[config.mk]
export PLATFORM = sky130hd
export DESIGN_NAME = m2v_coef_buf
export DESIGN_NICKNAME = d
export VERILOG_FILES = /design/src/rtl/m2v_coef_buf.sv
export SDC_FILE = /design/constraint.sdc
export NUM_CORES = 2
export LEC_CHECK = 0
export ABC_AREA = 1
export CORE_ASPECT_RATIO = 1.25
export CORE_MARGIN = 2
export CORE_UTILIZATION = 57
export CTS_CLUSTER_DIAMETER = 50
export DETAILED_ROUTE_END_ITERATION = 10
export HOLD_SLACK_MARGIN = 0.03
export MAX_ROUTING_LAYER = met4
export PLACE_DENSITY = 0.76
export SLEW_MARGIN = 20
export SYNTH_ARGS = -nofsm -noshare
export SYNTH_HDL_FRONTEND = slang
export SYNTH_SLANG_ARGS = --single-unit
[constraint.sdc]
create_clock -name clk -period 6.9 [get_ports clk]
set_input_delay 0.69 -clock clk [delete_from_list [all_inputs] [get_ports clk]]
set_output_delay 0.69 -clock clk [all_outputs]
set_load 0.02 [all_outputs]
[src/rtl/m2v_coef_buf.sv]
// m2v_coef_buf: two-bank coefficient buffer between inverse-scan/dequant and the IDCT.
// The writer pulls 64 sign-magnitude coefficients per block in raster order and stores
// them as saturated two's complement. The reader streams each block out column-major
// (or raster) with a valid/ready handshake. Two banks let one block fill while the
// other drains. OUT_W is expected to be in 2..13.
module m2v_coef_buf #(
  parameter int OUT_W     = 12,
  parameter bit TRANSPOSE = 1'b1
) (
  input  logic             clk,
  input  logic             reset_n,
  input  logic             softreset,
  output logic             ready_buf,
  input  logic             blk_start,
  input  logic             blk_coded,
  input  logic             coef_sign,
  input  logic [11:0]      coef_data,
  output logic             coef_next,
  output logic [OUT_W-1:0] out_data,
  output logic             out_valid,
  input  logic             out_ready,
  output logic             out_last
);

  typedef enum logic [1:0] {W_IDLE, W_FILL, W_ZERO} wstate_e;
  typedef enum logic       {R_IDLE, R_SEND} rstate_e;

  localparam logic [12:0] POS_LIM = 13'((1 << (OUT_W - 1)) - 1);
  localparam logic [12:0] NEG_LIM = 13'(1 << (OUT_W - 1));

  // Both banks in one array, addressed {bank, index}
  logic [OUT_W-1:0] mem [128];

  wstate_e          wstate_q, wstate_d;
  logic             wbank_q, wbank_d;
  logic [5:0]       widx_q, widx_d;
  logic [1:0]       full_q, full_d;
  logic             old_q, old_d;
  rstate_e          rstate_q, rstate_d;
  logic             rbank_q, rbank_d;
  logic [5:0]       ridx_q, ridx_d;
  logic [OUT_W-1:0] out_data_q, out_data_d;
  logic             out_valid_q, out_valid_d;

  logic             wr_en;
  logic [OUT_W-1:0] wr_data;
  logic             set_full;
  logic             clr_full;
  logic [OUT_W-1:0] conv;
  logic [12:0]      mag13;
  logic [12:0]      val13;
  logic             load;
  logic             ld_bank;
  logic [5:0]       ld_idx;

  function automatic logic [5:0] rd_addr(input logic [5:0] k);
    if (TRANSPOSE) return {k[2:0], k[5:3]};
    else           return k;
  endfunction

  assign ready_buf = (wstate_q == W_IDLE) && !(&full_q);
  assign coef_next = (wstate_q == W_FILL);
  assign out_data  = out_data_q;
  assign out_valid = out_valid_q;
  assign out_last  = out_valid_q && (ridx_q == 6'd63);

  // Sign-magnitude to saturated two's complement, 13-bit arithmetic before truncation
  always_comb begin
    mag13 = {1'b0, coef_data};
    val13 = '0;
    if (!coef_sign) val13 = (mag13 > POS_LIM) ? POS_LIM : mag13;
    else            val13 = 13'd0 - ((mag13 > NEG_LIM) ? NEG_LIM : mag13);
    conv = val13[OUT_W-1:0];
  end

  // Writer: pick an empty bank on blk_start, then write 64 words (pulled or zero)
  always_comb begin
    wstate_d = wstate_q;
    wbank_d  = wbank_q;
    widx_d   = widx_q;
    wr_en    = 1'b0;
    wr_data  = '0;
    set_full = 1'b0;
    case (wstate_q)
      W_IDLE: begin
        if (blk_start && ready_buf) begin
          wstate_d = blk_coded ? W_FILL : W_ZERO;
          wbank_d  = full_q[0];
          widx_d   = '0;
        end
      end
      W_FILL, W_ZERO: begin
        wr_en   = 1'b1;
        wr_data = (wstate_q == W_FILL) ? conv : '0;
        widx_d  = widx_q + 6'd1;
        if (widx_q == 6'd63) begin
          set_full = 1'b1;
          wstate_d = W_IDLE;
        end
      end
      default: wstate_d = W_IDLE;
    endcase
  end

  // Reader: start on the oldest full bank, step on accept, chain to the other bank without a bubble
  always_comb begin
    rstate_d    = rstate_q;
    rbank_d     = rbank_q;
    ridx_d      = ridx_q;
    out_data_d  = out_data_q;
    out_valid_d = out_valid_q;
    clr_full    = 1'b0;
    load        = 1'b0;
    ld_bank     = rbank_q;
    ld_idx      = ridx_q;
    case (rstate_q)
      R_IDLE: begin
        if (|full_q) begin
          load    = 1'b1;
          ld_bank = full_q[old_q] ? old_q : ~old_q;
          ld_idx  = '0;
        end
      end
      R_SEND: begin
        if (out_valid_q && out_ready) begin
          if (ridx_q == 6'd63) begin
            clr_full = 1'b1;
            if (full_q[~rbank_q]) begin
              load    = 1'b1;
              ld_bank = ~rbank_q;
              ld_idx  = '0;
            end else begin
              rstate_d    = R_IDLE;
              out_valid_d = 1'b0;
            end
          end else begin
            load   = 1'b1;
            ld_idx = ridx_q + 6'd1;
          end
        end
      end
      default: rstate_d = R_IDLE;
    endcase
    if (load) begin
      rstate_d    = R_SEND;
      rbank_d     = ld_bank;
      ridx_d      = ld_idx;
      out_valid_d = 1'b1;
      out_data_d  = mem[{ld_bank, rd_addr(ld_idx)}];
    end
  end

  // Full flags and fill order. old_q names the bank filled first; a completed fill
  // only becomes oldest if the other bank is not still waiting to be read.
  always_comb begin
    full_d = full_q;
    old_d  = old_q;
    if (clr_full) begin
      full_d[rbank_q] = 1'b0;
      old_d           = ~rbank_q;
    end
    if (set_full) begin
      full_d[wbank_q] = 1'b1;
      if (!full_q[~wbank_q]) old_d = wbank_q;
    end
  end

  // State registers with async active-low reset and synchronous softreset
  always_ff @(posedge clk or negedge reset_n) begin
    if (!reset_n) begin
      wstate_q    <= W_IDLE;
      wbank_q     <= 1'b0;
      widx_q      <= '0;
      full_q      <= '0;
      old_q       <= 1'b0;
      rstate_q    <= R_IDLE;
      rbank_q     <= 1'b0;
      ridx_q      <= '0;
      out_data_q  <= '0;
      out_valid_q <= 1'b0;
    end else if (softreset) begin
      wstate_q    <= W_IDLE;
      wbank_q     <= 1'b0;
      widx_q      <= '0;
      full_q      <= '0;
      old_q       <= 1'b0;
      rstate_q    <= R_IDLE;
      rbank_q     <= 1'b0;
      ridx_q      <= '0;
      out_data_q  <= '0;
      out_valid_q <= 1'b0;
    end else begin
      wstate_q    <= wstate_d;
      wbank_q     <= wbank_d;
      widx_q      <= widx_d;
      full_q      <= full_d;
      old_q       <= old_d;
      rstate_q    <= rstate_d;
      rbank_q     <= rbank_d;
      ridx_q      <= ridx_d;
      out_data_q  <= out_data_d;
      out_valid_q <= out_valid_d;
    end
  end

  // Bank storage write port; contents survive reset
  always_ff @(posedge clk) begin
    if (wr_en) mem[{wbank_q, widx_q}] <= wr_data;
  end

endmodule

==> flow_metrics.py <==
metrics = {
    "timing": {
        "rsz0062_at_grt": "no",
        "final-max-slew-violation-count": 149,
        "clock_skew_ps": 22.9,
        "period_share": 0.714,
        "period_needed_ps": 4930,
        "worst_slack_ps": 1970,
        "setup_viol": 0,
        "max_freq_ghz": 0.203,
        "final_hold_viol_count": 0,
        "slew_headroom": -0.232,
        "tightest_slew_ps": 1850,
        "tns_ps": 0,
    },
    "clock_network": {
        "root_buffer": "clkbuf_16",
        "cts_tree": "yes",
        "clockBufferDepth": 3,
        "hold_buffers": 1,
        "cts_max_level": 4,
        "clkTransAtPathRegs_ps": 60,
        "clock_sinks": 1569,
        "cts_setup_buffers": 0,
        "clock_latency_ps": 780,
        "post_cts_resized": 0,
        "cts_made_buffers": 144,
    },
    "synthesis": {
        "syn_nets": 5509,
        "synth-edff-count": 1536,
        "avgSynthCellArea_um2": 11.9,
        "ys_seq_elements": 1569,
        "synthFlopType": "edfxtp_1",
        "synthArstFlopShare": 0.0210,
        "ys_warn_count": 0,
        "yosysTopAreaCellShare": 0.704,
        "yosysTopAreaCell": "edfxtp_1",
        "synth-seq-area-share": 0.717,
        "synth.area.top_cells": "edfxtp_1 70%, nand3_1 18%, nand2_1 4.9%",
        "syn_inst": 5485,
        "synth_commonest_cells": "2,310 x nand3_1, 1,536 x edfxtp_1, 855 x nand2_1, 295 x buf_2, 168 x nor2_1",
        "syn_area_um2": 65500,
        "yosysUniqueCellTypes": 39,
        "synthMostInstantiatedCell": "nand3_1",
    },
    "placement": {
        "dp_hpwl_um": 93600,
        "gp_routability_congestion": 0.894,
        "io_buffer_count": 34,
        "placed_area_um2": 66700,
        "dp_slack_ps": 1620,
    },
    "final_layout": {
        "syn_to_final_growth_pct": 8.87,
        "final_core_util": 0.623,
        "seqCellArea_um2": 47000,
        "layout.nets": 5350,
        "multiInputGateArea_um2": 16400,
        "drive_gt1_frac": 0.0746,
        "fin_area_um2": 71300,
        "num-fill-cells": 8381,
    },
    "power": {
        "swShare": 0.219,
        "intPower_uw": 15200,
        "cellPowerDensity_nw_per_um2": 273,
        "total_power_uw": 19400,
        "p_comb_frac": 0.049,
        "vdd_ir_drop_max_uv": 259,
        "pwr-share-seq": 0.555,
        "p_leak_uw": 0.0246,
        "clockPowerShare": 0.396,
        "switchingPower_uw": 4250,
    },
    "run": {
        "maxCapViolations": 0,
    },
    "global_route": {
        "overflow": 0,
        "grt_pass1_wl_um": 266000,
        "grt.total_usage": 0.308,
        "grt_max_degree": 194,
        "antenna_found_initial": 3,
        "grt_pass1_vias": 43100,
    },
    "floorplanning": {
        "io_pins": 35,
        "start_util": 0.572,
        "dieArea_um2": 118000,
        "core.rowCount": 139,
        "fp.dieH_um": 383,
        "core_um2": 114000,
        "die_w_um": 307,
    },
    "worst_setup_path": {
        "cp.arrival_ps": 5560,
        "critPathLaunchType": "flop",
        "rr_worst_depth": 13,
        "path_max_fanout": 112,
        "crit_type": "flop to flop",
        "r2r-end": "out_data[6]",
        "r2r-start": "ridx_q[1]",
        "critPathRequiredTime_ps": 7530,
        "reg2reg_slack_ps": 1970,
        "crit_path_end_kind": "flop",
    },
    "routing": {
        "drtPass1Iterations": 11,
        "routed_wl_um": 177000,
        "ant_nets": 0,
        "drt_iter0_drc": 7389,
        "vias_per_cell": 6.60,
        "routedWlPerCell_um": 25.6,
        "via_count": 45700,
        "drc": 1,
    },
    "hold_path": {
        "whs_endpoint": "wstate_q[1]",
        "hold_class": "flop to flop",
        "worstHoldPathCells": 2,
        "hold_start": "wstate_q[1]",
    },
    "outcome": {
        "violations": "design-rule violations, max-slew violations",
        "status": "complete, but fails checks",
    },
}
[cell usage in the layout, fill, tap and decap left out, drive strengths merged, types with 2 or more instances in the layout]
cell	netlist	routed
nor4	2	2
o211ai	4	4
clkdlybuf4s50	0	33
inv	63	67
buf	362	91
nor2	171	171
clkinv	1	67
a211oi	2	2
ha	5	5
a21oi	17	17
nand3	2311	2311
nor3	9	9
o21ai	24	24
clkinvlp	0	6
edfxtp	1536	1536
nand2	859	859
o31ai	3	3
bufinv	0	7
o22ai	2	2
dfrtp	33	33
clkbuf	68	179
xnor2	2	2
nand4	3	3
[flip-flops by register name (all words and copies together), names as in the netlist]
| name | flops |
|---|---|
| rstate_q | 1 |
| full_q | 2 |
| widx_q | 6 |
| out_valid | 1 |
| wstate_q | 2 |
| old_q | 1 |
| wbank_q | 1 |
| rbank_q | 1 |
| ridx_q | 6 |
| mem | 1536 |
| out_data | 12 |
[critical path, stage by stage, from the launching register on]
cell	delay (ps)
dfrtp_1	400
ha_1	230
nand3_2	140
o31ai_1	620
nand2_8	460
inv_8	670
buf_12	540
nand3_1	190
nand3_1	130
nand3_1	120
nand3_1	240
nand3_1	230
nand3_1	410
nand3_1	110
[cell type report]
type / count / area share
antenna: 1 / 0.0000351
clock buffer: 179 / 0.0548
clock inverter: 83 / 0.00833
inverter: 64 / 0.00370
multi-input combinational: 3422 / 0.229
sequential: 1569 / 0.658
tap: 1480 / 0.0260
timing repair buffer: 125 / 0.0193
[logic make-up after synthesis]
kind of cell | count (synthesis) | share of synthesized area
AOI/OAI and AO/OA | 58 | 0.00531
xor gates and xnor gates | 3 | 0.000401
adders and majority gates | 5 | 0.000955
buffers and inverters | 494 | 0.0391
DFF | 1569 | 0.717
and+or+nand+nor | 3356 | 0.237
[power groups by stage]
stage	Combinational (µW)	Clock (µW)	Sequential [µW]
2_1_floorplan	402	0	11000
3_3_place_gp	880	0	11000
3_5_place_dp	917	0	11000
4_1_cts	920	7720	10800
5_1_grt	984	8070	10800
6_report	949	7710	10800
[worst max path at each step]
stage / start / endpoint / slack, ps / depth (start not counted)
2_1_floorplan: coef_data[8] / mem[0][10] / 600 / 13
3_3_place_gp: out_ready / out_data[6] / 1730 / 13
3_5_place_dp: out_ready / out_data[6] / 1620 / 13
4_1_cts: ridx_q[1] / out_data[11] / 2090 / 18
5_1_grt: ridx_q[1] / out_data[1] / 1720 / 18
6_report: ridx_q[1] / out_data[6] / 1970 / 13
[metrics by stage]
stage | cells | hold slack, ps
global placement | 6658 | 462
finish | 6923 | 495
global route | 6923 | 541
CTS | 6922 | 489
floorplan | 5485 | 394
detailed placement | 6659 | 476
[layer usage]
| layer | wire (µm) | global-route usage | vias up |
|---|---|---|---|
| li1 | - | - | 19800 |
| met1 | 63400 | 0.403 | 22200 |
| met2 | 83300 | 0.462 | 3175 |
| met3 | 20200 | 0.0588 | 547 |
| met4 | 10300 | 0.164 | 0 |
| met5 | 0 | - | - |
Power figures use the tool's default switching activity.
